===== config.mk =====
export PLATFORM = sky130hd
export DESIGN_NAME = sample_framer
export DESIGN_NICKNAME = d
export VERILOG_FILES = /design/src/rtl/sample_framer.sv
export SDC_FILE = /design/constraint.sdc
export NUM_CORES = 1
export LEC_CHECK = 0
export CAP_MARGIN = 10
export CORE_AREA = 2 2 98 124
export CTS_CLUSTER_DIAMETER = 200
export DETAILED_ROUTE_END_ITERATION = 10
export DIE_AREA = 0 0 100 126
export PLACE_DENSITY_LB_ADDON = 0.1
export REMOVE_ABC_BUFFERS = 1
export SYNTH_ARGS = -nofsm -noshare
export SYNTH_HDL_FRONTEND = slang
export SYNTH_SLANG_ARGS = --single-unit

===== constraint.sdc =====
create_clock -name clk -period 3.8 [get_ports clk]
set_input_delay 0.95 -clock clk [delete_from_list [all_inputs] [get_ports clk]]
set_output_delay 0.95 -clock clk [all_outputs]
set_load 0.01 [all_outputs]

===== src/rtl/sample_framer.sv =====
// sample_framer: buffers ADC samples in a FIFO and issues clr-prefixed frames of M samples.
// Define HOLD_LAST_EN to repeat the last issued sample on underflow instead of stalling.
module sample_framer #(
   parameter int DW    = 8,
   parameter int DEPTH = 16,
   parameter int AW    = 4
) (
   input  logic          clk,
   input  logic          rst,
   input  logic [DW-1:0] adc_data,
   input  logic          adc_valid,
   input  logic          start,
   input  logic [7:0]    m_len,
   output logic          clr,
   output logic [DW-1:0] out_data,
   output logic          out_valid,
   output logic          frame_done,
   output logic          busy,
   output logic          fifo_full,
   output logic          fifo_empty,
   output logic          overflow,
   output logic          underflow
);
   typedef enum logic [1:0] {IDLE, ARM, STREAM, DONE} state_t;
   state_t state_q, state_d;
   logic [DW-1:0] mem_q [DEPTH];
   logic [AW-1:0] wptr_q, wptr_d, rptr_q, rptr_d;
   logic [AW:0] cnt_q, cnt_d;
   logic [7:0] m_q, m_d, k_q, k_d;
   logic [DW-1:0] out_data_q, out_data_d;
   logic out_valid_q, out_valid_d, frame_done_q, frame_done_d;
   logic overflow_q, overflow_d, underflow_q, underflow_d;
   logic wr, rd, hold, adv;
   assign fifo_full  = cnt_q == (AW+1)'(DEPTH);
   assign fifo_empty = cnt_q == '0;
   assign rd = state_q == STREAM && !fifo_empty;
   // A full FIFO still accepts a sample when the same cycle frees a slot.
   assign wr = adc_valid && (!fifo_full || rd);
`ifdef HOLD_LAST_EN
   assign hold = state_q == STREAM && fifo_empty;
`else
   assign hold = 1'b0;
`endif
   assign adv = rd || hold;
   always_ff @(posedge clk or posedge rst) begin
      if (rst) state_q <= IDLE;
      else state_q <= state_d;
   end
   always_comb begin
      state_d = state_q;
      case (state_q)
         IDLE:    state_d = (start && m_len != 8'd0) ? ARM : IDLE;
         ARM:     state_d = STREAM;
         STREAM:  state_d = (adv && k_q == m_q - 8'd1) ? DONE : STREAM;
         default: state_d = IDLE;
      endcase
   end
   always_comb begin
      clr  = state_q == ARM;
      busy = state_q != IDLE;
   end
   always_comb begin
      wptr_d       = wr ? wptr_q + 1'b1 : wptr_q;
      rptr_d       = rd ? rptr_q + 1'b1 : rptr_q;
      cnt_d        = cnt_q + (AW+1)'(wr) - (AW+1)'(rd);
      m_d          = (state_q == IDLE && start && m_len != 8'd0) ? m_len : m_q;
      k_d          = state_q == ARM ? 8'd0 : adv ? k_q + 8'd1 : k_q;
      out_valid_d  = adv;
      out_data_d   = state_q == ARM ? '0 : rd ? mem_q[rptr_q] : out_data_q;
      frame_done_d = state_q == DONE;
      overflow_d   = overflow_q | (adc_valid && fifo_full && !rd);
      underflow_d  = underflow_q | (state_q == STREAM && fifo_empty);
   end
   always_ff @(posedge clk) begin
      if (wr) mem_q[wptr_q] <= adc_data;
   end
   always_ff @(posedge clk or posedge rst) begin
      if (rst) begin
         wptr_q       <= '0;
         rptr_q       <= '0;
         cnt_q        <= '0;
         m_q          <= '0;
         k_q          <= '0;
         out_data_q   <= '0;
         out_valid_q  <= 1'b0;
         frame_done_q <= 1'b0;
         overflow_q   <= 1'b0;
         underflow_q  <= 1'b0;
      end else begin
         wptr_q       <= wptr_d;
         rptr_q       <= rptr_d;
         cnt_q        <= cnt_d;
         m_q          <= m_d;
         k_q          <= k_d;
         out_data_q   <= out_data_d;
         out_valid_q  <= out_valid_d;
         frame_done_q <= frame_done_d;
         overflow_q   <= overflow_d;
         underflow_q  <= underflow_d;
      end
   end
   assign out_data   = out_data_q;
   assign out_valid  = out_valid_q;
   assign frame_done = frame_done_q;
   assign overflow   = overflow_q;
   assign underflow  = underflow_q;
endmodule


* Word-level counts from Yosys, hierarchy flattened
Memories as Yosys holds them, arrays and structs flattened.
Cells that the tools add are included.
** Cells by class
- Equality and inequality tests :: 5
- Mux-type cells :: 9
- Add/subtract/negate cells :: 6
- Reductions and logical operators :: 18
- Bitwise gates (word level) :: 2
** Operators by type and width (number)
- $mux W8 :: 4
- $logic_and A1 B1 Y1 :: 9
- $add A4 B1 Y4 const B :: 2
- $add A8 B1 Y8 const B :: 1
- $eq A8 B8 Y1 :: 1
- $reduce_bool A8 Y1 :: 1
- $sub A8 B1 Y8 const B :: 1
- $pmux W2 S3 :: 1
- $add A5 B1 Y5 :: 1
- $eq A5 B5 Y1 const B :: 1
- $logic_not A5 Y1 :: 1
- $sub A5 B1 Y5 :: 1
- $eq A2 B2 Y1 const B :: 2
- $mux W1 :: 4
- $reduce_bool A2 Y1 :: 2
- $logic_not A1 Y1 :: 3
- $eq A2 B1 Y1 const B :: 1
- $logic_not A2 Y1 :: 1
- $or A1 B1 Y1 :: 2
- $logic_or A1 B1 Y1 :: 1
** Storage, ports and cells
- Output and inout port bits :: 16
- Memories kept :: 1
- Memory bits (writable) :: 128
- Flip-flop bits (word level) :: 43
** Memory list
- mem_q :: words 16, bits a word 8, read ports 1, clocked after Yosys merged registers in 0, wr ports 1, line 26 : logic [DW-1:0] mem_q [DEPTH];

* Depth between registers and ports, before layout
- Depth after elaboration :: 7
- Gate-level depth with buffers :: 14
- Mapped depth without buffers :: 12

* Worst setup path before layout
No wires, ideal clock.
- Path kind :: in2reg
- Start point :: input port adc_valid
- End point :: memory mem_q[3][0] (enable)
- Path slack :: 1.379 ns
- Stages on the path :: 3
- Arrival time :: 2.038 ns
- Data required time :: 3.417 ns
- Cells stage by stage :: a21boi_2 -> nand2_1 -> nor3_1
** On the way
- Longest elaborated chain between the ends :: 3
** Ends and longest elaborated chain
- start: declaration :: line 11 : input logic adc_valid,
- $logic_and A1 B1 Y1 :: line 38 : assign wr = adc_valid && (!fifo_full || rd);
- $mux W1 :: line 75 : if (wr) mem_q[wptr_q] <= adc_data;
- $mux W1 (implied by the code) :: line 75
- end: declaration :: line 26
No other way between the ends.

* Worst setup path in the final report
- Start point :: register cnt_q[3]
- End point :: output port fifo_empty
** On the way
- Longest elaborated chain between the ends :: 1
** Ends and longest elaborated chain
- start: declaration :: line 28 : logic [AW:0] cnt_q, cnt_d;
- start signal: assignment :: line 92 : cnt_q <= cnt_d;
- $logic_not A5 Y1 :: line 35 : assign fifo_empty = cnt_q == '0;
- end: declaration :: line 20 : output logic fifo_empty,
No other way between the ends.

==> flow_metrics.env <==
export IMPL_status="completed"
export IMPL_finClkSkew_ns=0.006715
export IMPL_synth_top_family_by_area="multiplexers"
export IMPL_finalCritPeriodShare=0.7522
export IMPL_p_per_area_nw_per_um2=753.4
export IMPL_fin_crit_ns=2.858
export IMPL_clock_sinks=171
export IMPL_maxCapViolCount=0
export IMPL_root_buffer="clkbuf_16"
export IMPL_cts_resized=0
export IMPL_wl_met3_um=603
export IMPL_clockBufferDepth=2
export IMPL_power_leakage_nw=2.957
export IMPL_dr_wl_met2_um=6813
export IMPL_ios=36
export IMPL_setup_slack_ns=0.9415
export IMPL_place_congestion=0.8035
export IMPL_grt_usage=0.2304
export IMPL_yosys_warnings=0
export IMPL_setup_worst_path_end="fifo_empty"
export IMPL_rows=44
export IMPL_postRouteAntennaNets=0
export IMPL_yosysUniqueCellTypes=41
export IMPL_drt_wl_total_um=13230
export IMPL_pre_cts_ws_ns=0.6390
export IMPL_post_dp_cell_area_um2=7659
export IMPL_die_area_um2=12600
export IMPL_synth_area_mux_share=0.1271
export IMPL_cts_tree="built"
export IMPL_drt_iter0_drc=274
export IMPL_h_tree_depth=4
export IMPL_maxSlewViolCount=0
export IMPL_power_mw=6.168
export IMPL_dr_total_vias=3720
export IMPL_met1_length_um=5541
export IMPL_synth_adder_area_share=0.03065
export IMPL_crit_chain="inv_1 -> ha_1 -> nor4b_4 -> clkdlybuf4s50_1"
export IMPL_seq_area_frac_synth=0.6847
export IMPL_rrSetupSlack_ns=1.29
export IMPL_holdWs_ns=0.4557
export IMPL_finalSetupViolCount=0
export IMPL_clk_latency_ns=0.42
export IMPL_die_w_um=100
export IMPL_startpoint="cnt_q[3]"
export IMPL_max_freq_mhz=349.8
export IMPL_fp_dieH_um=126
export IMPL_start_util=0.6275
export IMPL_antenna_found_initial=0
export IMPL_worstSetupPathType="reg -> out"
export IMPL_vias_per_cell=6.000
export IMPL_dpl_hpwl_um=8938
export IMPL_drive_gt1_frac=0.1369
export IMPL_worstSetupEndpointType="output pin"
export IMPL_cts_made_buffers=17
export IMPL_dr_pass1_iters=4
export IMPL_placed_cells=588
export IMPL_grt_pass1_vias=3890
export IMPL_fin_cells=620
export IMPL_cp_required_ns=2.85
export IMPL_synth_seq_cells=171
export IMPL_synth_compound_area_frac=0.04092
export IMPL_max_slew_margin=0.2722
export IMPL_port_buffers=35
export IMPL_rsz0062_at_grt="false"
export IMPL_worst_setup_path_start_kind="flop"
export IMPL_grt_pass1_wl_um=21130
export IMPL_coreArea_um2=11450
export IMPL_syn_area_um2=7186
export IMPL_grt_remaining_overflow=0
export IMPL_cp_arrival_ns=1.91
export IMPL_crit_fanout=4
export IMPL_diodes=0
export IMPL_synthCells=425
export IMPL_grt_max_degree=44
export IMPL_cts_setup_buffers=0
export IMPL_top_layer="met4"
export IMPL_hold_path_class="reg -> reg"
export IMPL_cts_hold_buf=0
export IMPL_netlist_area_leader_share=0.5349
export IMPL_avgSynthCellArea_um2=16.91
export IMPL_final_hold_viol_count=0
export IMPL_utilization=0.7149
export IMPL_fin_area_um2=8187
export IMPL_clkTransAtPathRegs_ns=0.07
export IMPL_fin_nets=506
export IMPL_syn2layout_area_growth_pct=13.93
export IMPL_yosys_area_top_type="edfxtp_1"
export IMPL_yosys_area_share_xor_xnor=0.02925
export IMPL_rr_endpoint="mem_q[15][3]"
export IMPL_synthTopCellsByArea="edfxtp_1, dfrtp_1, mux4_1, mux4_2, ha_1"
export IMPL_ir_drop_uv=413.4
export IMPL_cp_slowest_cell="clkdlybuf4s50_1"
export IMPL_r2r_start="cnt_q[2]"
export IMPL_synth_simple_area_share=0.06303
export IMPL_drc_errors=0
export IMPL_rr_worst_depth=6
export IMPL_worst_slew_pin_slew_ns=1.092
export IMPL_detail_route_wl_per_cell_um=21.33
export IMPL_tns_ns=0
export IMPL_cpPeakStageDelay_ns=0.59
## layout by cell type (no fill, tap or decap), types with 7 or more instances in the layout
master,count
mux4_2,12
dfrtp_1,42
clkbuf_16,17
buf_4,10
inv_1,11
nand2_1,21
nor3_1,7
edfxtp_1,128
nor2_1,32
mux4_1,20
xor2_1,7
xnor2_1,17
a21oi_1,22
a22oi_1,15
clkdlybuf4s50_1,35
ha_1,16
## flip-flops by register name, indices dropped and copies added (netlist names)
| signal | cells |
|---|---|
| m_q | 8 |
| mem_q | 128 |
| cnt_q | 5 |
| k_q | 8 |
| overflow | 1 |
| rptr_q | 4 |
| out_data | 8 |
| out_valid | 1 |
| frame_done | 1 |
| underflow | 1 |
| state_q | 2 |
| wptr_q | 4 |
## cells in the mapped netlist (all sizes together)
| library cell | number |
|---|---|
| xor2 | 7 |
| and4bb | 1 |
| o21ai | 4 |
| nand2 | 21 |
| clkbuf | 7 |
| nor4 | 4 |
| mux2i | 5 |
| o2111ai | 1 |
| nor2 | 32 |
| nor3 | 8 |
| a31o | 1 |
| nor4b | 1 |
| xnor2 | 17 |
| or3 | 2 |
| o31ai | 1 |
| and4 | 1 |
| a21o | 2 |
| ha | 16 |
| a21oi | 22 |
| a22oi | 15 |
| buf | 13 |
| mux4 | 32 |
| nand4 | 5 |
| nor2b | 3 |
| and2 | 2 |
| and3 | 3 |
| nand2b | 6 |
| mux2 | 6 |
| dfrtp | 43 |
| fa | 1 |
| inv | 13 |
| a21boi | 1 |
| edfxtp | 128 |
| nand3b | 1 |
## worst max-delay path, delay by kind of cell (launching register included)
family	cells	cell delay (ns)
buffers and inverters	2	0.67
flip-flops	1	0.39
AND/OR/NAND/NOR	1	0.26
adder cells (fa/ha/maj)	1	0.16
## kinds of logic (layout without fill, tap and decap cells)
family	Yosys count	after routing
DFF	171	171
and+or+nand+nor	90	90
xor gates and xnor gates	24	24
adders and majority gates	17	17
AOI/OAI and AO/OA	47	47
muxes	43	43
buffers and inverters	33	90
## metal layers
metal / global-route usage / vias up
met2: 0.3879 / 89
met1: 0.3052 / 1884
li1: - / 1731
met3: 0.03996 / 16
met4: 0.08380 / 0
met5: 0 / -
## worst min path at each step
stage,startpoint,end,slack [ns],cells past startpoint
detailed placement,underflow,underflow,0.45,1
finish,underflow,underflow,0.46,1
global placement,underflow,underflow,0.44,1
floorplan,underflow,underflow,0.49,1
global route,underflow,underflow,0.48,1
CTS,underflow,underflow,0.46,1
## cell type report
type,instances,area [um^2]
Clock buffer,18,429.2
Multi-Input combinational cell,221,2091
Tap cell,138,172.7
Inverter,13,48.80
Fill cell,733,3264
Clock inverter,14,98.84
Timing Repair Buffer,45,425.4
Sequential cell,171,4921
## power by group
part,internal (mW),leakage (nW),switching (mW)
Combinational,0.964,1.03,0.919
Clock,0.834,0.239,0.694
Sequential,2.37,1.69,0.390
Total,4.16,2.96,2.00
Power figures use the tool's default switching activity.
